==> config.mk <==
export PLATFORM = sky130hd
export DESIGN_NAME = reg_access_arbiter_flat
export DESIGN_NICKNAME = d
export VERILOG_FILES = /design/src/rtl/reg_arb_pkg.sv /design/src/rtl/reg_access_arbiter_if.sv /design/src/rtl/reg_req_slot.sv /design/src/rtl/reg_access_arbiter.sv /design/src/flat_wrapper.sv
export SDC_FILE = /design/constraint.sdc
export NUM_CORES = 1
export LEC_CHECK = 0
export CELL_PAD_IN_SITES_DETAIL_PLACEMENT = 0
export CELL_PAD_IN_SITES_GLOBAL_PLACEMENT = 1
export CORE_MARGIN = 2
export CORE_UTILIZATION = 30
export CTS_CLUSTER_DIAMETER = 50
export DETAILED_ROUTE_END_ITERATION = 10
export DONT_BUFFER_PORTS = 1
export MAX_ROUTING_LAYER = met4
export PLACE_DENSITY_LB_ADDON = 0.1
export RECOVER_POWER = 50
export SETUP_SLACK_MARGIN = 0.2
export SYNTH_ARGS = -nofsm -noshare
export SYNTH_HDL_FRONTEND = slang
export SYNTH_SLANG_ARGS = --single-unit
export TNS_END_PERCENT = 5
==> constraint.sdc <==
create_clock -name pclk_i -period 1.75 [get_ports pclk_i]
set_input_delay 0.35 -clock pclk_i [delete_from_list [all_inputs] [get_ports pclk_i]]
set_output_delay 0.35 -clock pclk_i [all_outputs]
set_load 0.01 [all_outputs]
==> src/rtl/reg_arb_pkg.sv <==
// Shared types for the register-set access arbiter: FSM encoding, requester
// indices and the pending-request record held by each requester slot.
package reg_arb_pkg;

  typedef enum logic [1:0] {
    S_IDLE = 2'b01,
    S_WAIT = 2'b10
  } arb_state_e;

  localparam int REQ_APB = 0;
  localparam int REQ_CFG = 1;
  localparam int NUM_REQ = 2;

  typedef struct packed {
    logic [7:0] addr;
    logic [7:0] wdata;
    logic       is_write;
  } reg_req_t;

  // Round-robin pick between two pending requesters: a tie goes to the one
  // that was not granted last; otherwise the only pending one wins.
  function automatic logic rr_pick(input logic [NUM_REQ-1:0] pend, input logic last);
    if (pend[REQ_APB] && pend[REQ_CFG]) begin
      return ~last;
    end
    return pend[REQ_CFG];
  endfunction

endpackage

==> src/rtl/reg_access_arbiter_if.sv <==
// Bundle of the two requester ports, the shared register-set port and the
// arbiter status outputs. The arbiter uses the slave view.
interface reg_access_arbiter_if;
  logic [7:0] r0_addr_i;
  logic [7:0] r0_wdata_i;
  logic       r0_wr_en_i;
  logic       r0_rd_en_i;
  logic [7:0] r0_rdata_o;
  logic       r0_wr_done_o;
  logic       r0_rd_done_o;
  logic       r0_err_o;

  logic [7:0] r1_addr_i;
  logic [7:0] r1_wdata_i;
  logic       r1_wr_en_i;
  logic       r1_rd_en_i;
  logic [7:0] r1_rdata_o;
  logic       r1_wr_done_o;
  logic       r1_rd_done_o;
  logic       r1_err_o;

  logic [7:0] reg_addr_o;
  logic [7:0] reg_data_o;
  logic [7:0] reg_data_i;
  logic       reg_wr_en_o;
  logic       reg_rd_en_o;
  logic       reg_wr_done_i;
  logic       reg_rd_done_i;

  logic [1:0] grant_o;
  logic       timeout_o;

  modport slave (
    input  r0_addr_i, r0_wdata_i, r0_wr_en_i, r0_rd_en_i,
    output r0_rdata_o, r0_wr_done_o, r0_rd_done_o, r0_err_o,
    input  r1_addr_i, r1_wdata_i, r1_wr_en_i, r1_rd_en_i,
    output r1_rdata_o, r1_wr_done_o, r1_rd_done_o, r1_err_o,
    output reg_addr_o, reg_data_o, reg_wr_en_o, reg_rd_en_o,
    input  reg_data_i, reg_wr_done_i, reg_rd_done_i,
    output grant_o, timeout_o
  );

  modport master (
    output r0_addr_i, r0_wdata_i, r0_wr_en_i, r0_rd_en_i,
    input  r0_rdata_o, r0_wr_done_o, r0_rd_done_o, r0_err_o,
    output r1_addr_i, r1_wdata_i, r1_wr_en_i, r1_rd_en_i,
    input  r1_rdata_o, r1_wr_done_o, r1_rd_done_o, r1_err_o,
    input  reg_addr_o, reg_data_o, reg_wr_en_o, reg_rd_en_o,
    output reg_data_i, reg_wr_done_i, reg_rd_done_i,
    input  grant_o, timeout_o
  );
endinterface

==> src/rtl/reg_req_slot.sv <==
// One requester's pending-request latch and its registered response outputs
// (rdata, done pulses, err). The arbiter clears the latch on completion.
module reg_req_slot
  import reg_arb_pkg::*;
(
  input  logic       pclk_i,
  input  logic       preset_i,
  input  logic [7:0] addr_i,
  input  logic [7:0] wdata_i,
  input  logic       wr_en_i,
  input  logic       rd_en_i,
  input  logic       clear_i,
  input  logic       err_i,
  input  logic [7:0] rdata_i,
  output logic       pend_o,
  output reg_req_t   req_o,
  output logic [7:0] rdata_o,
  output logic       wr_done_o,
  output logic       rd_done_o,
  output logic       err_o
);

  logic     valid_q;
  reg_req_t req_q;
  reg_req_t in_req;
  logic     accept;

  always_comb begin
    in_req          = '0;
    in_req.addr     = addr_i;
    in_req.wdata    = wr_en_i ? wdata_i : 8'h00;
    in_req.is_write = wr_en_i;
  end

  assign accept = !valid_q && (wr_en_i || rd_en_i);

  // An idle arbiter may grant on the same edge the request is latched, so the
  // incoming request is offered straight through while the latch is empty.
  assign pend_o = valid_q || wr_en_i || rd_en_i;
  assign req_o  = valid_q ? req_q : in_req;

  always_ff @(posedge pclk_i) begin
    if (preset_i) begin
      valid_q   <= 1'b0;
      req_q     <= '0;
      rdata_o   <= 8'h00;
      wr_done_o <= 1'b0;
      rd_done_o <= 1'b0;
      err_o     <= 1'b0;
    end else begin
      wr_done_o <= clear_i && req_q.is_write;
      rd_done_o <= clear_i && !req_q.is_write;
      err_o     <= clear_i && err_i;
      if (clear_i && !req_q.is_write && !err_i) begin
        rdata_o <= rdata_i;
      end
      if (clear_i) begin
        valid_q <= 1'b0;
      end else if (accept) begin
        valid_q <= 1'b1;
        req_q   <= in_req;
      end
    end
  end

endmodule

==> src/rtl/reg_access_arbiter.sv <==
// Round-robin arbiter sharing the UART register-set port between the APB
// requester and the configuration sequencer, one access in flight at a time.
//
//   state  | meaning
//   S_IDLE | no access in flight; grant a pending request if any
//   S_WAIT | access issued; wait for matching done or the done-timeout
module reg_access_arbiter
  import reg_arb_pkg::*;
#(
  parameter int TIMEOUT_CYCLES = 16
) (
  input logic pclk_i,
  input logic preset_i,
  reg_access_arbiter_if.slave bus
);

  localparam int TW = (TIMEOUT_CYCLES > 1) ? $clog2(TIMEOUT_CYCLES) : 1;
  localparam logic [TW-1:0] TC_LAST = TW'(TIMEOUT_CYCLES - 1);

  arb_state_e state_q, state_d;
  logic          last_q, last_d;
  logic          owner_q, owner_d;
  logic          is_wr_q, is_wr_d;
  logic [TW-1:0] timer_q, timer_d;
  logic [7:0]    addr_q, addr_d;
  logic [7:0]    data_q, data_d;
  logic          wr_en_q, wr_en_d;
  logic          rd_en_q, rd_en_d;
  logic [1:0]    grant_q, grant_d;
  logic          timeout_q, timeout_d;

  logic [NUM_REQ-1:0] pend;
  logic [NUM_REQ-1:0] cmpl;
  logic               cmpl_err;
  reg_req_t           req_apb, req_cfg, pick;
  logic               sel;
  logic               done_hit;

  reg_req_slot u_slot_apb (
    .pclk_i    (pclk_i),
    .preset_i  (preset_i),
    .addr_i    (bus.r0_addr_i),
    .wdata_i   (bus.r0_wdata_i),
    .wr_en_i   (bus.r0_wr_en_i),
    .rd_en_i   (bus.r0_rd_en_i),
    .clear_i   (cmpl[REQ_APB]),
    .err_i     (cmpl_err),
    .rdata_i   (bus.reg_data_i),
    .pend_o    (pend[REQ_APB]),
    .req_o     (req_apb),
    .rdata_o   (bus.r0_rdata_o),
    .wr_done_o (bus.r0_wr_done_o),
    .rd_done_o (bus.r0_rd_done_o),
    .err_o     (bus.r0_err_o)
  );

  reg_req_slot u_slot_cfg (
    .pclk_i    (pclk_i),
    .preset_i  (preset_i),
    .addr_i    (bus.r1_addr_i),
    .wdata_i   (bus.r1_wdata_i),
    .wr_en_i   (bus.r1_wr_en_i),
    .rd_en_i   (bus.r1_rd_en_i),
    .clear_i   (cmpl[REQ_CFG]),
    .err_i     (cmpl_err),
    .rdata_i   (bus.reg_data_i),
    .pend_o    (pend[REQ_CFG]),
    .req_o     (req_cfg),
    .rdata_o   (bus.r1_rdata_o),
    .wr_done_o (bus.r1_wr_done_o),
    .rd_done_o (bus.r1_rd_done_o),
    .err_o     (bus.r1_err_o)
  );

  always_comb begin
    state_d   = state_q;
    last_d    = last_q;
    owner_d   = owner_q;
    is_wr_d   = is_wr_q;
    timer_d   = timer_q;
    addr_d    = addr_q;
    data_d    = data_q;
    wr_en_d   = 1'b0;
    rd_en_d   = 1'b0;
    grant_d   = grant_q;
    timeout_d = 1'b0;
    cmpl      = '0;
    cmpl_err  = 1'b0;
    sel       = rr_pick(pend, last_q);
    pick      = sel ? req_cfg : req_apb;
    done_hit  = is_wr_q ? bus.reg_wr_done_i : bus.reg_rd_done_i;

    unique case (state_q)
      S_IDLE: begin
        if (|pend) begin
          addr_d  = pick.addr;
          data_d  = pick.wdata;
          wr_en_d = pick.is_write;
          rd_en_d = !pick.is_write;
          is_wr_d = pick.is_write;
          owner_d = sel;
          last_d  = sel;
          timer_d = '0;
          grant_d = sel ? 2'b10 : 2'b01;
          state_d = S_WAIT;
        end
      end
      S_WAIT: begin
        // The enable cycle is not counted: the budget runs over the cycles
        // after the register set has seen the request.
        if (!(wr_en_q || rd_en_q)) begin
          timer_d = timer_q + 1'b1;
        end
        if (done_hit || timer_q == TC_LAST) begin
          cmpl[owner_q] = 1'b1;
          cmpl_err      = !done_hit;
          timeout_d     = !done_hit;
          grant_d       = 2'b00;
          state_d       = S_IDLE;
        end
      end
      default: begin
        grant_d = 2'b00;
        state_d = S_IDLE;
      end
    endcase
  end

  always_ff @(posedge pclk_i) begin
    if (preset_i) begin
      state_q   <= S_IDLE;
      last_q    <= 1'b1;
      owner_q   <= 1'b0;
      is_wr_q   <= 1'b0;
      timer_q   <= '0;
      addr_q    <= 8'h00;
      data_q    <= 8'h00;
      wr_en_q   <= 1'b0;
      rd_en_q   <= 1'b0;
      grant_q   <= 2'b00;
      timeout_q <= 1'b0;
    end else begin
      state_q   <= state_d;
      last_q    <= last_d;
      owner_q   <= owner_d;
      is_wr_q   <= is_wr_d;
      timer_q   <= timer_d;
      addr_q    <= addr_d;
      data_q    <= data_d;
      wr_en_q   <= wr_en_d;
      rd_en_q   <= rd_en_d;
      grant_q   <= grant_d;
      timeout_q <= timeout_d;
    end
  end

  assign bus.reg_addr_o  = addr_q;
  assign bus.reg_data_o  = data_q;
  assign bus.reg_wr_en_o = wr_en_q;
  assign bus.reg_rd_en_o = rd_en_q;
  assign bus.grant_o     = grant_q;
  assign bus.timeout_o   = timeout_q;

endmodule

==> src/flat_wrapper.sv <==
// flat-port wrapper written by rule: the top's interface ports become plain ports
module reg_access_arbiter_flat import reg_arb_pkg::*;
#(
  parameter int TIMEOUT_CYCLES = 16
)
  (pclk_i, preset_i, bus_r0_addr_i, bus_r0_wdata_i, bus_r0_wr_en_i, bus_r0_rd_en_i, bus_r0_rdata_o, bus_r0_wr_done_o, bus_r0_rd_done_o, bus_r0_err_o, bus_r1_addr_i, bus_r1_wdata_i, bus_r1_wr_en_i, bus_r1_rd_en_i, bus_r1_rdata_o, bus_r1_wr_done_o, bus_r1_rd_done_o, bus_r1_err_o, bus_reg_addr_o, bus_reg_data_o, bus_reg_wr_en_o, bus_reg_rd_en_o, bus_reg_data_i, bus_reg_wr_done_i, bus_reg_rd_done_i, bus_grant_o, bus_timeout_o);
  reg_access_arbiter_if bus_i ();
  input logic pclk_i;
  input logic preset_i;
  input wire logic [$bits(bus_i.r0_addr_i)-1:0] bus_r0_addr_i;
  input wire logic [$bits(bus_i.r0_wdata_i)-1:0] bus_r0_wdata_i;
  input wire logic [$bits(bus_i.r0_wr_en_i)-1:0] bus_r0_wr_en_i;
  input wire logic [$bits(bus_i.r0_rd_en_i)-1:0] bus_r0_rd_en_i;
  output wire logic [$bits(bus_i.r0_rdata_o)-1:0] bus_r0_rdata_o;
  output wire logic [$bits(bus_i.r0_wr_done_o)-1:0] bus_r0_wr_done_o;
  output wire logic [$bits(bus_i.r0_rd_done_o)-1:0] bus_r0_rd_done_o;
  output wire logic [$bits(bus_i.r0_err_o)-1:0] bus_r0_err_o;
  input wire logic [$bits(bus_i.r1_addr_i)-1:0] bus_r1_addr_i;
  input wire logic [$bits(bus_i.r1_wdata_i)-1:0] bus_r1_wdata_i;
  input wire logic [$bits(bus_i.r1_wr_en_i)-1:0] bus_r1_wr_en_i;
  input wire logic [$bits(bus_i.r1_rd_en_i)-1:0] bus_r1_rd_en_i;
  output wire logic [$bits(bus_i.r1_rdata_o)-1:0] bus_r1_rdata_o;
  output wire logic [$bits(bus_i.r1_wr_done_o)-1:0] bus_r1_wr_done_o;
  output wire logic [$bits(bus_i.r1_rd_done_o)-1:0] bus_r1_rd_done_o;
  output wire logic [$bits(bus_i.r1_err_o)-1:0] bus_r1_err_o;
  output wire logic [$bits(bus_i.reg_addr_o)-1:0] bus_reg_addr_o;
  output wire logic [$bits(bus_i.reg_data_o)-1:0] bus_reg_data_o;
  output wire logic [$bits(bus_i.reg_wr_en_o)-1:0] bus_reg_wr_en_o;
  output wire logic [$bits(bus_i.reg_rd_en_o)-1:0] bus_reg_rd_en_o;
  input wire logic [$bits(bus_i.reg_data_i)-1:0] bus_reg_data_i;
  input wire logic [$bits(bus_i.reg_wr_done_i)-1:0] bus_reg_wr_done_i;
  input wire logic [$bits(bus_i.reg_rd_done_i)-1:0] bus_reg_rd_done_i;
  output wire logic [$bits(bus_i.grant_o)-1:0] bus_grant_o;
  output wire logic [$bits(bus_i.timeout_o)-1:0] bus_timeout_o;
  assign bus_i.r0_addr_i = bus_r0_addr_i;
  assign bus_i.r0_wdata_i = bus_r0_wdata_i;
  assign bus_i.r0_wr_en_i = bus_r0_wr_en_i;
  assign bus_i.r0_rd_en_i = bus_r0_rd_en_i;
  assign bus_r0_rdata_o = bus_i.r0_rdata_o;
  assign bus_r0_wr_done_o = bus_i.r0_wr_done_o;
  assign bus_r0_rd_done_o = bus_i.r0_rd_done_o;
  assign bus_r0_err_o = bus_i.r0_err_o;
  assign bus_i.r1_addr_i = bus_r1_addr_i;
  assign bus_i.r1_wdata_i = bus_r1_wdata_i;
  assign bus_i.r1_wr_en_i = bus_r1_wr_en_i;
  assign bus_i.r1_rd_en_i = bus_r1_rd_en_i;
  assign bus_r1_rdata_o = bus_i.r1_rdata_o;
  assign bus_r1_wr_done_o = bus_i.r1_wr_done_o;
  assign bus_r1_rd_done_o = bus_i.r1_rd_done_o;
  assign bus_r1_err_o = bus_i.r1_err_o;
  assign bus_reg_addr_o = bus_i.reg_addr_o;
  assign bus_reg_data_o = bus_i.reg_data_o;
  assign bus_reg_wr_en_o = bus_i.reg_wr_en_o;
  assign bus_reg_rd_en_o = bus_i.reg_rd_en_o;
  assign bus_i.reg_data_i = bus_reg_data_i;
  assign bus_i.reg_wr_done_i = bus_reg_wr_done_i;
  assign bus_i.reg_rd_done_i = bus_reg_rd_done_i;
  assign bus_grant_o = bus_i.grant_o;
  assign bus_timeout_o = bus_i.timeout_o;
  reg_access_arbiter #(.TIMEOUT_CYCLES(TIMEOUT_CYCLES)) u_core (.pclk_i(pclk_i), .preset_i(preset_i), .bus(bus_i));
endmodule
==> impl_metrics.yaml, run 1 <==
floorplanning:
  start_util_pct: 31.0
  coreArea_um2: 11600
  die_y_um: 113
  num_rows: 39
  dieArea_um2: 12800
  ioPinCount: 91
  dieWidth_um: 113
timing:
  worst_slew_pin_slew_ns: 0.463
  rsz0062_at_grt: "yes"
  final_hold_viol_count: 0
  tns_ns: 0
  setup_violations: 0
  whs_ns: 0.0861
  slew_headroom_pct: 69.0
  period_needed_ns: 1.58
  finClkSkew_ns: 0.00731
  max_freq_mhz: 633
  maxSlewViolCount: 0
  fin_crit_sh_pct: 90.3
place:
  hpwl_um: 7010
  io_buffers: 0
  gp_congestion: 0.786
  placed_area_um2: 3810
synth:
  yosysWarnings: 0
  yosysTopAreaCell: "dfxtp_1"
  synth_area_leaders: "dfxtp_1, mux2i_1, a22o_1"
  synth_ff_type: "dfxtp_1"
  synth_most_common_cell: "dfxtp_1"
  yosys-top-cells-count: "dfxtp_1, mux2i_1, a21oi_1, nand3_1, nor2_1"
  ys_ff_latch: 88
  postSynthAreaPerCell_um2: 10.2
  synth_top_cell_area_share_pct: 49.1
  syn_nets: 400
  synth-seq-area-share_pct: 49.1
  synth-async-reset-ratio_pct: 0
  yosys.cell_types.count: 46
  netlist_area_um2: 3590
  synth_edf_count: 0
  netlist_instances: 351
critical_path:
  endpoint_kind: "register"
  cp-start-kind: "register"
  critical_path_buf_inv_count: 1
  crit_chain: "or3b_4, or3_4, buf_12, mux2i_2, nor2_1"
  slowest_stage: "or3b_4"
  crit_fanout: 8
  worstSetupPathType: "register to register"
  cpLargestDelayFamily: "simple AND/OR/NAND/NOR gates"
  max_stage_delay_ns: 0.39
  crit_required_ns: 1.98
  arrival_ns: 1.81
cells_and_area:
  layout.nets: 417
  drive_gt1_share_pct: 18.1
  n_antenna_cell: 0
  design_area_um2: 4200
  syn_to_final_growth_pct: 17.0
power:
  power_density_nw_per_um2: 1100
  p_switching_mw: 1.22
  ir_drop_uv: 612
  power_frac_seq_pct: 49.8
  p_comb_share_pct: 13.7
  pwr-share-clk_pct: 36.5
  p_leak_nw: 1.75
  swShare_pct: 26.4
  p_int_mw: 3.39
routing:
  drt-wirelength-per-cell_um: 19.6
  ant_nets: 0
  dr.pass1.iters: 5
  drc: 0
  vias: 2750
  wl_um: 10100
  routed_via_density: 5.36
  initialDrtViolationCount: 175
cts:
  cts_tree: "yes"
  clockBufferDepth: 2
  cts.clk_slew.worst_paths_ns: 0.06
  clkLatencyLatePin_ns: 0.34
  root_buffer: "clkbuf_16"
  numCtsBuffers: 9
  ctsHoldBuffers: 0
  cts_max_level: 3
  cts.sinks: 88
grt:
  grt_overflow_total: 0
  grt_first_pass_wirelength_um: 15200
  grt_usage_pct: 16.2
  grt_max_degree: 45
  antenna_found_initial: 0
  grt_pass1_vias: 2716
job:
  drv_cap: 0
worst_hold_path:
  hold_class: "input pin to register"
outcome:
  outcome: "finished, final reports clean"
==> kinds of logic after synthesis <==
logic type	Yosys count	synth area share [%]
multiplexers	35	9.80
AO/OA/AOI/OAI	116	24.0
AND/OR/NAND/NOR	84	12.8
XOR/XNOR	1	0.244
buffers and inverters	26	3.70
flip-flops	88	49.1
adder cells (fa/ha/maj)	1	0.349
==> power by group through the flow <==
stage	clock network, mW	logic [mW]	registers, mW
final	1.68	0.631	2.29
after floorplan	0	0.460	2.29
after CTS	1.74	0.594	2.29
after detailed placement	0	0.587	2.33
after global routing	1.81	0.700	2.31
after global placement	0	0.583	2.33
==> repair_timing <==
action,4_1_cts,5_1_grt
pin swaps,0,3
endpoints found under the setup margin,54,80
buffers inserted,0,4
gates resized for setup,6,23
hold endpoints to repair,0,0
cloned,0,2
==> registers in the layout, summed over array words and instances (netlist names), 2 cells and up <==
name / count
u_core.timer_q: 4
u_core.state_q: 2
u_core.bus.reg_addr_o: 8
u_core.u_slot_cfg.rdata_o: 8
u_core.u_slot_apb.req_q: 17
u_core.bus.grant_o: 2
u_core.u_slot_apb.rdata_o: 8
u_core.u_slot_cfg.req_q: 17
u_core.bus.reg_data_o: 8
==> stage by stage <==
step                      worst slack [ns]  cells  power (mW)  util [%]
after global routing                0.0798    513        4.83      36.3
after global placement              0.0502    494        2.91      33.0
after floorplan                      0.212    351        2.75         -
after detailed placement            0.0610    494        2.92      33.0
after CTS                           0.0604    507        4.62      35.3
final                                0.170    513        4.60      36.3
==> layout by cell type, fill, tap and decap left out, types with 3 or more instances in the layout <==
master / count
a21o_1: 9
a22o_1: 19
a32o_1: 8
nor2_1: 23
a221o_1: 16
clkbuf_1: 4
mux2i_1: 33
dfxtp_1: 84
o21ai_0: 17
or3_4: 4
inv_1: 5
and3_1: 3
clkbuf_16: 9
nand3_1: 23
a21oi_2: 3
o22ai_1: 9
a21oi_1: 25
nand2_1: 4
buf_4: 20
==> worst reg2reg max path: cells and delay by family (launching register included) <==
kind / cells / cell delay [ns]
DFF: 1 / 0.35
and+or+nand+nor: 3 / 0.79
muxes: 1 / 0.17
buffers and inverters: 1 / 0.16
==> path summary, 6_finish.rpt <==
check | from | end | slack [ns] | cells past startpoint
max | u_core.state_q[0] | u_core.u_slot_apb.rdata_o[1] | 0.17 | 5
min | preset_i | u_core.timer_q[0] | 0.09 | 1
max reg2reg | u_core.state_q[0] | u_core.u_slot_apb.rdata_o[1] | 0.17 | 5
min reg2reg | u_core.u_slot_cfg.req_q[11] | u_core.u_slot_cfg.req_q[11] | 0.47 | 2
==> area by class of cell <==
cell class              count  area (um2)
clock inverters             2        10.0
well taps                 143         179
flip-flops and latches     88        1770
fillers                  1197        7370
multi-input cells         239        1790
repair buffers             25         194
clock buffers              11         233
inverters                   5        18.8
==> routing by layer <==
metal / up-vias / GRT usage (%) / wire [um] / share of wire [%]
met1: 1299 / 18.8 / 4350 / 43
li1: 1353 / - / - / -
met4: 0 / 4.63 / 109 / 1.1
met5: - / - / 0 / 0
met2: 87 / 24.0 / 4510 / 45
met3: 11 / 8.94 / 1080 / 11
(Power assumes the default switching activity.)
==> inputs of run 2 (changes only) <==
Settings changed: SYNTH_HIERARCHICAL from default to 1.
==> impl_metrics.yaml, run 2 <==
outcome:
  outcome: "finished, final reports clean"
place:
  dp_cells: 574
  preCtsSetupSlack_ns: -0.198
  placed_area_um2: 4190
  hpwl_um: 7720
  gp_congestion: 0.766
  io_buffers: 0
synth:
  synth-seq-area-share_pct: 46.5
  synth_most_common_cell: "dfxtp_1"
  yosys-top-cells-count: "dfxtp_1, nand2_1, a21oi_1, a22o_1, nand3_1"
  synth_edf_count: 0
  netlist_instances: 392
  yosys.cell_types.count: 47
  synth_ff_type: "dfxtp_1"
  postSynthAreaPerCell_um2: 9.67
  netlist_area_um2: 3790
  yosysTopAreaCell: "dfxtp_1"
  synth_area_leaders: "dfxtp_1, a22o_1, nand2_1"
  ys_ff_latch: 88
  yosysWarnings: 6
  synth-async-reset-ratio_pct: 0
  syn_nets: 441
  synth_top_cell_area_share_pct: 46.5
cells_and_area:
  largest_registers: "u_core/u_slot_apb/req_q x17, u_core/u_slot_cfg/req_q x17"
  design_area_um2: 4780
  syn_to_final_growth_pct: 26.2
  final_util_pct: 38.4
  finalNonFillerCells: 593
  final_cell_mix: "dfxtp_1, nand2_1, a22o_1"
  final_common_cell: "dfxtp_1"
  drive_gt1_share_pct: 29.2
  n_antenna_cell: 0
  layout.nets: 466
timing:
  rsz0062_at_grt: "yes"
  slew_headroom_pct: 47.7
  layout_setup_ws_ns: 0.0488
  whs_ns: 0.0684
  maxSlewViolCount: 0
  final_hold_viol_count: 0
  max_freq_mhz: 588
  finClkSkew_ns: 0.00831
  period_needed_ns: 1.70
  worst_slew_pin_slew_ns: 0.781
  setup_violations: 0
  tns_ns: 0
  fin_crit_sh_pct: 97.2
grt:
  grt_usage_pct: 17.2
  grt_pass1_vias: 3040
  grt_first_pass_wirelength_um: 16800
  grt_overflow_total: 0
  antenna_found_initial: 0
  grt_max_degree: 56
cts:
  clockBufferDepth: 2
  clkLatencyLatePin_ns: 0.35
  numCtsBuffers: 9
  cts_tree: "yes"
  ctsHoldBuffers: 0
  cts.sinks: 88
  cts_max_level: 3
  cts.clk_slew.worst_paths_ns: 0.06
  root_buffer: "clkbuf_16"
floorplanning:
  start_util_pct: 30.4
  coreArea_um2: 12500
  dieWidth_um: 116
  num_rows: 41
  dieArea_um2: 13600
  ioPinCount: 91
  die_y_um: 116
critical_path:
  reg2regPathDepth: 7
  r2r_end: "u_core/u_slot_cfg/rdata_o[3]"
  crit_start: "u_core/timer_q[1]"
  r2r-start: "u_core/timer_q[1]"
  crit_required_ns: 1.99
  worstSetupPathType: "register to register"
  r2r_setup_slack_ns: 0.05
  cp-start-kind: "register"
  arrival_ns: 1.94
  crit_fanout: 8
  endpoint_kind: "register"
worst_hold_path:
  hold_class: "input pin to register"
  hold_depth: 1
  hold_path.startpoint: "preset_i"
  min_to: "u_core/u_slot_apb/req_q[13]"
routing:
  drc: 0
  wl_um: 11000
  initialDrtViolationCount: 138
  dr.pass1.iters: 4
  drt-wirelength-per-cell_um: 18.5
  vias: 3013
  routed_via_density: 5.08
  ant_nets: 0
power:
  power_density_nw_per_um2: 1060
  p_int_mw: 3.75
  p_leak_nw: 1.81
  p_switching_mw: 1.32
  power_frac_seq_pct: 44.8
  p_comb_share_pct: 16.1
  pwr-share-clk_pct: 39.1
  finalPower_mw: 5.08
  swShare_pct: 26.1
  ir_drop_uv: 408
job:
  drv_cap: 0
-- run 2: changes by cell type in the layout (fill, tap and decap cells not counted), sizes merged, moves of 9 or more --
cell   before  now
a22o       19   32
mux2i      34   15
o22ai       9    0
nand2       4   51
a21oi      30   39
o31ai       0   16
buf        22   40
nor2       23    9
a221o      16    1
mux2        1   17
-- run 2: how the worst max path moves through the flow --
stage                                         endpoint  slack [ns]  cells past startpoint
after floorplan           u_core/u_slot_cfg/rdata_o[0]       -0.02                      9
after global placement      u_core/u_slot_cfg/req_q[1]       -0.14                      8
after detailed placement    u_core/u_slot_cfg/req_q[7]       -0.20                      8
after CTS                   u_core/u_slot_cfg/req_q[6]        0.06                      9
after global routing      u_core/u_slot_cfg/rdata_o[4]       -0.03                      7
final                     u_core/u_slot_cfg/rdata_o[3]        0.05                      7
-- run 2: layout make-up --
| class | count | area (um2) |
|---|---|---|
| Fill cell | 1246 | 7680 |
| Multi-Input combinational cell | 275 | 2110 |
| Sequential cell | 88 | 1760 |
| Timing Repair Buffer | 41 | 375 |
| Clock buffer | 12 | 267 |
| Tap cell | 172 | 215 |
| Clock inverter | 3 | 40.0 |
| Inverter | 2 | 7.51 |
-- run 2: metal layers --
layer | GRT usage, % | part of all wire, % | vias to the layer above
met1 | 20.8 | 43 | 1420
met4 | 5.24 | 0.93 | 0
li1 | - | - | 1484
met2 | 26.9 | 47 | 98
met3 | 6.18 | 8.8 | 11
met5 | - | 0 | -
-- run 2: cells by family (layout without fill, tap and decap cells) --
logic type / count (synthesis) / after routing / share of synthesized area, %
and+or+nand+nor: 123 / 123 / 18.5
AOI/OAI and AO/OA: 118 / 118 / 21.1
DFF: 88 / 88 / 46.5
muxes: 32 / 32 / 9.01
buffers and inverters: 29 / 58 / 4.39
adders and majority gates: 1 / 1 / 0.330
xor gates and xnor gates: 1 / 1 / 0.231
-- run 2: what timing repair did --
| action | in CTS | in global routing |
|---|---|---|
| gates resized for setup | 14 | 36 |
| pin swaps | 5 | 15 |
| endpoints found under the setup margin | 72 | 78 |
| setup buffers | 4 | 0 |
-- run 2: critical path, cell delays in order, from the launching register on --
cell and delay (ns):
dfxtp_2 0.35, ha_4 0.13, and3_4 0.20, nor2_4 0.06
nor3b_4 0.25, or3b_4 0.47, nand2_1 0.10, a21oi_2 0.05
-- run 2: power by group through the flow --
stage	Combinational (mW)	Clock, mW	Sequential [mW]
6_report	0.819	1.99	2.27
5_1_grt	0.900	2.15	2.29
4_1_cts	0.762	2.07	2.27
3_5_place_dp	0.727	0	2.31
3_3_place_gp	0.726	0	2.30
2_1_floorplan	0.530	0	2.29
